## config.mk

```make
export PLATFORM = sky130hd
export DESIGN_NAME = hdlc_tx_framer
export DESIGN_NICKNAME = d
export VERILOG_FILES = /design/src/rtl/hdlc_pkg.sv /design/src/rtl/hdlc_tx_zero_insert.sv /design/src/rtl/hdlc_tx_framer.sv
export SDC_FILE = /design/constraint.sdc
export NUM_CORES = 1
export LEC_CHECK = 0
export ABC_AREA = 1
export BUFFER_PORTS_ARGS = -buffer_cell sky130_fd_sc_hd__buf_2
export CAP_MARGIN = 20
export CORE_MARGIN = 10
export CORE_UTILIZATION = 55
export CTS_BUF_LIST = sky130_fd_sc_hd__clkbuf_16
export DETAILED_ROUTE_END_ITERATION = 6
export HOLD_SLACK_MARGIN = 0.06
export PLACE_DENSITY = 0.85
export SKIP_LAST_GASP = 1
export SLEW_MARGIN = 15
export SYNTH_ARGS = -nofsm -noshare
export SYNTH_HDL_FRONTEND = slang
export SYNTH_SLANG_ARGS = --single-unit
```

## constraint.sdc

```tcl
create_clock -name Clk -period 2.4 [get_ports Clk]
set_input_delay 0.24 -clock Clk [delete_from_list [all_inputs] [get_ports Clk]]
set_output_delay 0.24 -clock Clk [all_outputs]
set_load 0.1 [all_outputs]
```

## src/rtl/hdlc_pkg.sv

```systemverilog
// HDLC constants and framer state encoding, shared by the TX framer and the RX path.
package hdlc_pkg;

    localparam logic [7:0] HDLC_FLAG      = 8'h7E;
    localparam logic [7:0] HDLC_ABORT     = 8'hFF;
    localparam int         HDLC_STUFF_RUN = 5;

    typedef enum logic [2:0] {
        IDLE       = 3'd0,
        OPEN_FLAG  = 3'd1,
        DATA       = 3'd2,
        CLOSE_FLAG = 3'd3,
        ABORT      = 3'd4
    } hdlc_state_e;

endpackage

```

## src/rtl/hdlc_tx_zero_insert.sv

```systemverilog
// Bit stuffer: counts consecutive data 1s and forces a 0 after each run of five.
module hdlc_tx_zero_insert
    import hdlc_pkg::*;
(
    input  logic Clk,
    input  logic Rstn,
    input  logic En,
    input  logic active,
    input  logic clr,
    input  logic din,
    output logic dout,
    output logic consume,
    output logic stuff_next
);

    logic [2:0] ones_q, ones_d;
    logic       stuff;

    always_comb begin
        stuff      = (ones_q == 3'(HDLC_STUFF_RUN));
        consume    = active & ~stuff;
        dout       = stuff ? 1'b0 : din;
        // The bit consumed now completes a run, so a stuff bit follows it.
        stuff_next = consume & din & (ones_q == 3'(HDLC_STUFF_RUN - 1));
        ones_d     = ones_q;
        if (En) begin
            if (clr || stuff)
                ones_d = 3'd0;
            else if (active)
                ones_d = din ? ones_q + 3'd1 : 3'd0;
        end
    end

    always_ff @(posedge Clk) begin
        if (!Rstn)
            ones_q <= 3'd0;
        else
            ones_q <= ones_d;
    end

endmodule

```

## src/rtl/hdlc_tx_framer.sv

```systemverilog
// HDLC transmit framer: one-byte holding buffer, flag/abort generation and LSB-first
// serialization with zero insertion, advancing one bit per En strobe.
module hdlc_tx_framer
    import hdlc_pkg::*;
#(
    parameter int MIN_FLAGS = 1,
    parameter bit IDLE_FILL = 1'b1
) (
    input  logic       Clk,
    input  logic       Rstn,
    input  logic       En,
    input  logic [7:0] S_Data,
    input  logic       S_Valid,
    input  logic       S_Last,
    output logic       S_Ready,
    output logic       STX,
    output logic       Busy,
    output logic       Underrun
);

    hdlc_state_e state_q, state_d;
    logic [2:0]  idx_q, idx_d;
    logic [7:0]  sh_q, sh_d;
    logic        cur_last_q, cur_last_d;
    logic [7:0]  buf_q, buf_d;
    logic        buf_last_q, buf_last_d;
    logic        buf_full_q, buf_full_d;
    logic [3:0]  flag_cnt_q, flag_cnt_d;
    logic        tail_q, tail_d;
    logic        stx_q, stx_d;
    logic        und_q, und_d;
    logic        rdy_en_q, rdy_en_d;

    logic s_ready, load, decide;
    logic zi_active, zi_dout, zi_consume, zi_stuff_next;

    assign zi_active = (state_q == DATA);

    hdlc_tx_zero_insert u_zi (
        .Clk        (Clk),
        .Rstn       (Rstn),
        .En         (En),
        .active     (zi_active),
        .clr        (~zi_active),
        .din        (sh_q[idx_q]),
        .dout       (zi_dout),
        .consume    (zi_consume),
        .stuff_next (zi_stuff_next)
    );

    always_comb begin
        state_d    = state_q;
        idx_d      = idx_q;
        sh_d       = sh_q;
        cur_last_d = cur_last_q;
        buf_d      = buf_q;
        buf_last_d = buf_last_q;
        buf_full_d = buf_full_q;
        flag_cnt_d = flag_cnt_q;
        tail_d     = tail_q;
        stx_d      = stx_q;
        und_d      = 1'b0;
        rdy_en_d   = 1'b1;
        load       = 1'b0;
        decide     = 1'b0;

        s_ready = rdy_en_q & ~buf_full_q & (state_q != ABORT);
        if (S_Valid && s_ready) begin
            buf_d      = S_Data;
            buf_last_d = S_Last;
            buf_full_d = 1'b1;
        end

        if (En) begin
            case (state_q)
                IDLE: begin
                    stx_d = IDLE_FILL ? HDLC_FLAG[idx_q] : 1'b1;
                    idx_d = idx_q + 3'd1;
                    if (idx_q == 3'd7 && buf_full_q) begin
                        state_d    = OPEN_FLAG;
                        flag_cnt_d = 4'd0;
                    end
                end
                OPEN_FLAG: begin
                    stx_d = HDLC_FLAG[idx_q];
                    idx_d = idx_q + 3'd1;
                    if (idx_q == 3'd7) begin
                        if (flag_cnt_q == 4'(MIN_FLAGS - 1)) begin
                            state_d = DATA;
                            load    = 1'b1;
                        end else begin
                            flag_cnt_d = flag_cnt_q + 4'd1;
                        end
                    end
                end
                DATA: begin
                    stx_d = zi_dout;
                    if (zi_consume) begin
                        idx_d = idx_q + 3'd1;
                        if (idx_q == 3'd7) begin
                            if (zi_stuff_next)
                                tail_d = 1'b1;
                            else
                                decide = 1'b1;
                        end
                    end else if (tail_q) begin
                        // Trailing stuff bit of the byte goes out now; decide here.
                        tail_d = 1'b0;
                        decide = 1'b1;
                    end
                    if (decide) begin
                        if (cur_last_q) begin
                            state_d = CLOSE_FLAG;
                        end else if (buf_full_q) begin
                            load = 1'b1;
                        end else begin
                            state_d = ABORT;
                            und_d   = 1'b1;
                        end
                    end
                end
                CLOSE_FLAG: begin
                    stx_d = HDLC_FLAG[idx_q];
                    idx_d = idx_q + 3'd1;
                    if (idx_q == 3'd7) begin
                        if (buf_full_q) begin
                            state_d    = OPEN_FLAG;
                            flag_cnt_d = 4'd0;
                        end else begin
                            state_d = IDLE;
                        end
                    end
                end
                ABORT: begin
                    stx_d = HDLC_ABORT[idx_q];
                    idx_d = idx_q + 3'd1;
                    if (idx_q == 3'd7)
                        state_d = IDLE;
                end
                default: begin
                    state_d = IDLE;
                    idx_d   = 3'd0;
                end
            endcase

            if (load) begin
                sh_d       = buf_q;
                cur_last_d = buf_last_q;
                buf_full_d = 1'b0;
            end
        end
    end

    always_ff @(posedge Clk) begin
        if (!Rstn) begin
            state_q    <= IDLE;
            idx_q      <= 3'd0;
            sh_q       <= 8'd0;
            cur_last_q <= 1'b0;
            buf_q      <= 8'd0;
            buf_last_q <= 1'b0;
            buf_full_q <= 1'b0;
            flag_cnt_q <= 4'd0;
            tail_q     <= 1'b0;
            stx_q      <= 1'b1;
            und_q      <= 1'b0;
            rdy_en_q   <= 1'b0;
        end else begin
            state_q    <= state_d;
            idx_q      <= idx_d;
            sh_q       <= sh_d;
            cur_last_q <= cur_last_d;
            buf_q      <= buf_d;
            buf_last_q <= buf_last_d;
            buf_full_q <= buf_full_d;
            flag_cnt_q <= flag_cnt_d;
            tail_q     <= tail_d;
            stx_q      <= stx_d;
            und_q      <= und_d;
            rdy_en_q   <= rdy_en_d;
        end
    end

    assign S_Ready  = s_ready;
    assign STX      = stx_q;
    assign Busy     = (state_q != IDLE);
    assign Underrun = und_q;

endmodule

```

==> metrics.csv, run 1 <==
stage,metric,value,unit
logic_synthesis,combinational family with the most area after synthesis,simple AND/OR/NAND/NOR gates,
floorplan,Ports,17,
clocking,TritonCTS clock tree,done,
detailed_routing,DR DRC count,0,
logic_synthesis,post-synthesis sequential area ratio,39.08,%
clocking,clock tree buffer depth,2,
cells_and_area,nets@finish,304,
timing,Rel. slew slack,67.57,%
cells_and_area,"commonest non-fill, non-tap cell in the layout",nand2_1,
logic_synthesis,synth warn,0,
clocking,Post-CTS Resized,0,
cells_and_area,share of post-route cells with drive strength above 1,13.33,%
clocking,clock slew seen by the registers of the worst setup and hold paths,60,ps
detailed_routing,drt total wl,3793,um
power_and_ir_drop,areal power density over the cells,775.6,mW/mm^2
floorplan,Starting Density,56.81,%
timing,Worst Max-Slew Pin Slew,485.2,ps
critical_path,worst-path fanout max,8,
power_and_ir_drop,internal power,1.211,mW
clocking,Sink Count,37,
floorplan,Die Ht,78.71,um
status,status,completed,
timing,WHS,229.7,ps
cells_and_area,fillers,301,
grt,vias in the first global route,1639,
logic_synthesis,Synth Area in Compound Gates,16.44,%
logic_synthesis,Mapped Cells,268,
clocking,# hold bufs at CTS,0,
logic_synthesis,Synth Area in XOR/XNOR,0.9241,%
logic_synthesis,post-synthesis simple-gate area fraction,27.46,%
critical_path,Critical Path RT,2560,ps
grt,maximum number of pins on one net before global-route repair,30,
power_and_ir_drop,sw power,0.4692,mW
place,detailed placer's ending HPWL,2729,um
critical_path,Worst Setup Path Type,flop to flop,
detailed_routing,Antenna Nets Post-Route,0,
logic_synthesis,adder-cell share of the synthesized area,4.620,%
timing,Tmin final,1960,ps
timing,fin. max-slew vios,0,
floorplan,Die Wd,78.71,um
logic_synthesis,number of synthesized register bits,37,
logic_synthesis,post-synth net total,288,
place,PortBufs,16,
timing,Final Cycle Share,81.68,%
power_and_ir_drop,Seq pwr share,39.9,%
clocking,clk root buf,clkbuf_16,
power_and_ir_drop,logic gate share of total power,15.4,%
floorplan,num rows,21,
timing,highest clock rate,510.1,MHz
cells_and_area,antenna diode count,0,
power_and_ir_drop,static leakage,0.9431,nW
timing,setup violators final,0,
grt,first-pass GRT wire length,6775,um
place,routability cong.,0.9280,
clocking,Post-CTS Setup Bufs,0,
timing,final hold violations,0,
grt,initial antenna violation count,0,
grt,Tot GR Track Use,13.34,%
floorplan,Core Region,0.003337,mm^2
floorplan,die area,0.006194,mm^2
cells_and_area,Layout area overhead,14.26,%
run,max_cap viols,0,
clocking,total CTS buffers,5,
timing,TNS Setup,0,ps
detailed_routing,via count,1692,
detailed_routing,Pre-Repair DR Iteration Count,4,
detailed_routing,DR iter-0 viols,75,
grt,GRT overflow,0,
clocking,"Clk Latency, worst-skew pair",290,ps
detailed_routing,DR vias/cell,5.112,
place,dpl cell area,0.001994,mm^2
clocking,H-tree lvl count,2,
logic_synthesis,library cells used by synthesis,32,
timing,Worst Skew,4.499,ps
power_and_ir_drop,peak supply drop,0.5948,mV
timing,RSZ-0062 raised after global routing,no,
cells_and_area,most frequent cells in the layout,"nand2_1 (47), inv_1 (44), dfxtp_1 (37), nor2_1 (27), a21oi_1 (24)",
logic_synthesis,multiplexer area fraction after synthesis,0,%
min_path,worst hold path class,input pin to flop,
critical_path,crit path DAT,2120,ps
power_and_ir_drop,sw frac,27.94,%
power_and_ir_drop,proportion of power drawn by the clock network,44.6,%
critical_path,critical path launch point type,flop,
critical_path,critical path capture point type,flop,
detailed_routing,routed length per instance,11.46,um
cells_and_area,final instance area,0.002166,mm^2
logic_synthesis,synthesized area,0.001896,mm^2
logic_synthesis,Syn Area/Cell,7.073,um^2
[path summary, 6_finish.rpt]
kind | from | to | slack, ps | cells past startpoint
worst min register to register | buf_q[7] | buf_q[7] | 450 | 2
worst min-delay path | S_Data[1] | buf_q[1] | 230 | 3
worst max-delay path | idx_q[0] | flag_cnt_q[3] | 440 | 7
worst max register to register | idx_q[0] | flag_cnt_q[3] | 440 | 7
[registers in the layout, summed over array words and instances, names as in the netlist, 3 cells and up, named ones only]
signal       flops
buf_q            8
flag_cnt_q       4
idx_q            3
sh_q             8
state_q          3
u_zi.ones_q      3
[worst max-delay path: stages (launching register included)]
cell	delay, ps
dfxtp_1	450
ha_1	190
ha_1	240
inv_1	70
o21ai_0	250
nand3_2	210
o21ai_1	320
nor3b_1	110
[kinds of logic (layout without fill, tap and decap cells)]
| family | count (synthesis) | in the layout |
|---|---|---|
| AOI/OAI and AO/OA | 55 | 55 |
| xor gates and xnor gates | 2 | 2 |
| adders and majority gates | 7 | 7 |
| buffers and inverters | 53 | 70 |
| DFF | 37 | 37 |
| and+or+nand+nor | 114 | 114 |
[layer usage]
layer | GRT usage [%] | share of wire [%]
met1 | 14.54 | 43
met2 | 22.53 | 49
met3 | 4.279 | 6.1
met4 | 7.348 | 1.2
met5 | 0 | 0
[metrics by stage]
step	worst slack, ps	power [mW]	util, %	instances
5_1_grt	192.2	1.756	64.90	331
3_3_place_gp	561.8	0.9356	59.77	323
4_1_cts	471.2	1.690	64.90	331
2_1_floorplan	137.6	0.8908	-	268
6_report	439.6	1.680	64.90	331
3_5_place_dp	477.7	0.9427	59.77	323
[cell usage after synthesis (all sizes together)]
cell,instances,area share (%)
a211oi,2,0.79
a21oi,27,8.1
a31oi,2,0.66
and2,1,0.33
buf,6,2.2
clkbuf,2,0.40
dfxtp,37,39
ha,7,4.6
inv,45,8.9
nand2,50,11
nand3,24,6.9
nand3b,1,0.40
nand4,3,0.99
nor2,30,6.5
nor3,3,0.79
nor3b,2,0.79
o211ai,1,0.40
o21ai,22,6.0
o311ai,1,0.46
xor2,2,0.92
[layout make-up]
type | instances | area (um^2) | area share, %
clock buffers | 5 | 125.1 | 5.777
well taps | 46 | 57.56 | 2.657
inverters | 45 | 168.9 | 7.799
clock inverters | 3 | 46.29 | 2.137
multi-input cells | 178 | 939.7 | 43.39
repair buffers | 17 | 87.58 | 4.044
flip-flops and latches | 37 | 740.7 | 34.20
[power by group through the flow]
stage | Clock [mW] | Sequential, mW | Combinational [mW]
floorplan | 0 | 0.693 | 0.198
global placement | 0 | 0.683 | 0.253
detailed placement | 0 | 0.684 | 0.258
CTS | 0.759 | 0.671 | 0.259
global route | 0.787 | 0.675 | 0.293
finish | 0.750 | 0.671 | 0.259
(Power assumes the default switching activity.)
==> run 2: changes to the inputs <==
--- a/config.mk
+++ b/config.mk
@@ -9,7 +9,7 @@
 export BUFFER_PORTS_ARGS = -buffer_cell sky130_fd_sc_hd__buf_2
 export CAP_MARGIN = 20
 export CORE_MARGIN = 10
-export CORE_UTILIZATION = 55
+export CORE_UTILIZATION = 53
 export CTS_BUF_LIST = sky130_fd_sc_hd__clkbuf_16
 export DETAILED_ROUTE_END_ITERATION = 6
 export HOLD_SLACK_MARGIN = 0.06
==> constraint.sdc (replaced) <==
create_clock -name Clk -period 1.7 [get_ports Clk]
set_input_delay 0.17 -clock Clk [delete_from_list [all_inputs] [get_ports Clk]]
set_output_delay 0.17 -clock Clk [all_outputs]
set_load 0.1 [all_outputs]
==> run 2 against run 1 <==
Compared with the run above: count of clock-buffer cells in the layout did not move; worst hold slack got worse by 66 ps; sequential share of layout area fell by 2.4 points; critical path depth rose by 2; highest routed layer unchanged; largest cell class unchanged; wire length rose by 12%; clock power rose by 14%.
==> metrics.csv, run 2 (synthesis results as in run 1) <==
stage,metric,value,unit,change
cells_and_area,antenna diode count,0,,unchanged
cells_and_area,Non-Filler Instances,342,,was 331
power_and_ir_drop,peak supply drop,0.7081,mV,was 0.5948 mV
cells_and_area,multi-input logic area,0.001042,mm^2,was 939.7 um^2
status,status,completed,,unchanged
critical_path,crit path DAT,1840,ps,was 2120 ps
cells_and_area,nets@finish,316,,was 304
timing,fin. max-slew vios,0,,unchanged
min_path,worst hold path class,input pin to flop,,unchanged
grt,initial antenna violation count,0,,unchanged
critical_path,Worst Setup Path Type,flop to flop,,unchanged
floorplan,Starting Density,55.92,%,was 56.81%
place,dpl cell area,0.002086,mm^2,was 0.001994 mm^2
timing,Tmin final,1670,ps,was 1960 ps
detailed_routing,via count,1795,,was 1692
critical_path,reg2reg path depth,9,,was 7
clocking,Sink Count,37,,unchanged
cells_and_area,Top Registers,"buf_q: 8 flops, sh_q: 8 flops, flag_cnt_q: 4 flops",,unchanged
cells_and_area,Sequential Area,745.7,um^2,was 740.7 um^2
place,detailed placer's ending HPWL,2831,um,was 2729 um
place,routability cong.,0.8993,,was 0.9280
grt,Tot GR Track Use,13.13,%,was 13.34%
grt,first-pass GRT wire length,6906,um,was 6775 um
clocking,total CTS buffers,5,,unchanged
timing,final hold violations,0,,unchanged
cells_and_area,share of post-route cells with drive strength above 1,22.30,%,was 13.33%
place,PortBufs,16,,unchanged
clocking,clock tree buffer depth,2,,unchanged
critical_path,worst-path fanout max,9,,was 8
timing,Rel. slew slack,67.62,%,was 67.57%
critical_path,Critical Path RT,1870,ps,was 2560 ps
detailed_routing,routed length per instance,12.41,um,was 11.46 um
cells_and_area,most frequent cells in the layout,"nand2_1 (42), inv_1 (41), dfxtp_1 (33), a21oi_1 (24), nor2_1 (23)",,"was nand2_1 (47), inv_1 (44), dfxtp_1 (37), nor2_1 (27), a21oi_1 (24)"
floorplan,Ports,17,,unchanged
detailed_routing,DR vias/cell,5.249,,was 5.112
detailed_routing,Pre-Repair DR Iteration Count,4,,unchanged
floorplan,Core Region,0.003390,mm^2,was 0.003337 mm^2
detailed_routing,drt total wl,4244,um,was 3793 um
clocking,clk root buf,clkbuf_16,,unchanged
min_path,Hold Path Stages,3,,unchanged
clocking,clock slew seen by the registers of the worst setup and hold paths,50,ps,was 60 ps
grt,vias in the first global route,1647,,was 1639
run,max_cap viols,0,,unchanged
clocking,TritonCTS clock tree,done,,unchanged
clocking,"Clk Latency, worst-skew pair",280,ps,was 290 ps
grt,GRT overflow,0,,unchanged
detailed_routing,Antenna Nets Post-Route,0,,unchanged
timing,TNS Setup,0,ps,unchanged
floorplan,die area,0.006369,mm^2,was 0.006194 mm^2
critical_path,critical path launch point type,flop,,unchanged
clocking,H-tree lvl count,2,,unchanged
timing,Worst Skew,2.211,ps,was 4.499 ps
floorplan,Die Ht,79.81,um,was 78.71 um
timing,RSZ-0062 raised after global routing,yes,,was no
floorplan,num rows,21,,unchanged
critical_path,critical path capture point type,flop,,unchanged
timing,highest clock rate,599.0,MHz,was 510.1 MHz
timing,setup violators final,0,,unchanged
cells_and_area,"commonest non-fill, non-tap cell in the layout",nand2_1,,unchanged
timing,Final Cycle Share,98.21,%,was 81.68%
detailed_routing,DR iter-0 viols,117,,was 75
floorplan,Die Wd,79.81,um,was 78.71 um
power_and_ir_drop,static leakage,1.013,nW,was 0.9431 nW
power_and_ir_drop,areal power density over the cells,958.2,mW/mm^2,was 775.6 mW/mm^2
cells_and_area,Layout Utilization,69.25,%,was 64.90%
cells_and_area,final instance area,0.002347,mm^2,was 0.002166 mm^2
grt,maximum number of pins on one net before global-route repair,30,,unchanged
cells_and_area,fillers,269,,was 301
place,placed cells,329,,was 323
timing,Worst Max-Slew Pin Slew,489.0,ps,was 485.2 ps
detailed_routing,DR DRC count,0,,unchanged
cells_and_area,Layout area overhead,23.83,%,was 14.26%
==> run 2: repair_timing <==
item	in CTS	in global routing
setup buffers	0	4
endpoints found under the setup margin	1	18
gates resized for setup	1	23
hold buffers	0	0
cloned	0	2
pin swaps	0	3
==> run 2: final cells by class <==
type / count / share of cell area (%)
Timing Repair Buffer: 27 / 8.369
Inverter: 45 / 7.356
Tap cell: 46 / 2.452
Clock inverter: 2 / 0.3198
Multi-Input combinational cell: 180 / 44.40
Sequential cell: 37 / 31.77
Clock buffer: 5 / 5.330
==> run 2: worst paths after layout <==
path               from  endpoint  slack [ps]
max          state_q[1]   sh_q[6]          30
min           S_Data[6]  buf_q[6]         160
max reg2reg  state_q[1]   sh_q[6]          30
min reg2reg    buf_q[6]  buf_q[6]         450
==> run 2: per-stage QoR <==
| step | setup slack, ps | power, mW | hold WS, ps |
|---|---|---|---|
| finish | 30.48 | 2.249 | 163.8 |
| detailed placement | 36.97 | 1.386 | 445.6 |
| global placement | 95.88 | 1.379 | 440.8 |
| floorplan | -62.98 | 1.268 | 197.7 |
| global route | -105.2 | 2.354 | 206.9 |
| CTS | 23.48 | 2.242 | 168.8 |
==> run 2: critical path, stage by stage, from the launching register on <==
cell and delay, ps:
dfxtp_2 330, inv_2 60, nor2_4 110, nand2_4 90, a21oi_4 180, nand4_1 250, nand3_4 220, nand2_8 100
a21oi_1 140, nor2_1 60
==> run 2: layer usage <==
layer / wire, um / part of all wire (%) / track usage, % / vias to the layer above
met5: 0 / 0 / 0 / -
met4: 105 / 2.5 / 5.458 / 0
met3: 259 / 6.1 / 4.505 / 11
met2: 1990 / 47 / 21.60 / 65
met1: 1889 / 45 / 15.17 / 795
li1: - / - / - / 924
==> run 2: where the power goes <==
part / switching, mW / internal [mW] / leakage (nW)
sequential: 0.0294 / 0.918 / 0.303
clock: 0.332 / 0.524 / 0.0685
combinational: 0.297 / 0.149 / 0.642
total: 0.659 / 1.59 / 1.01
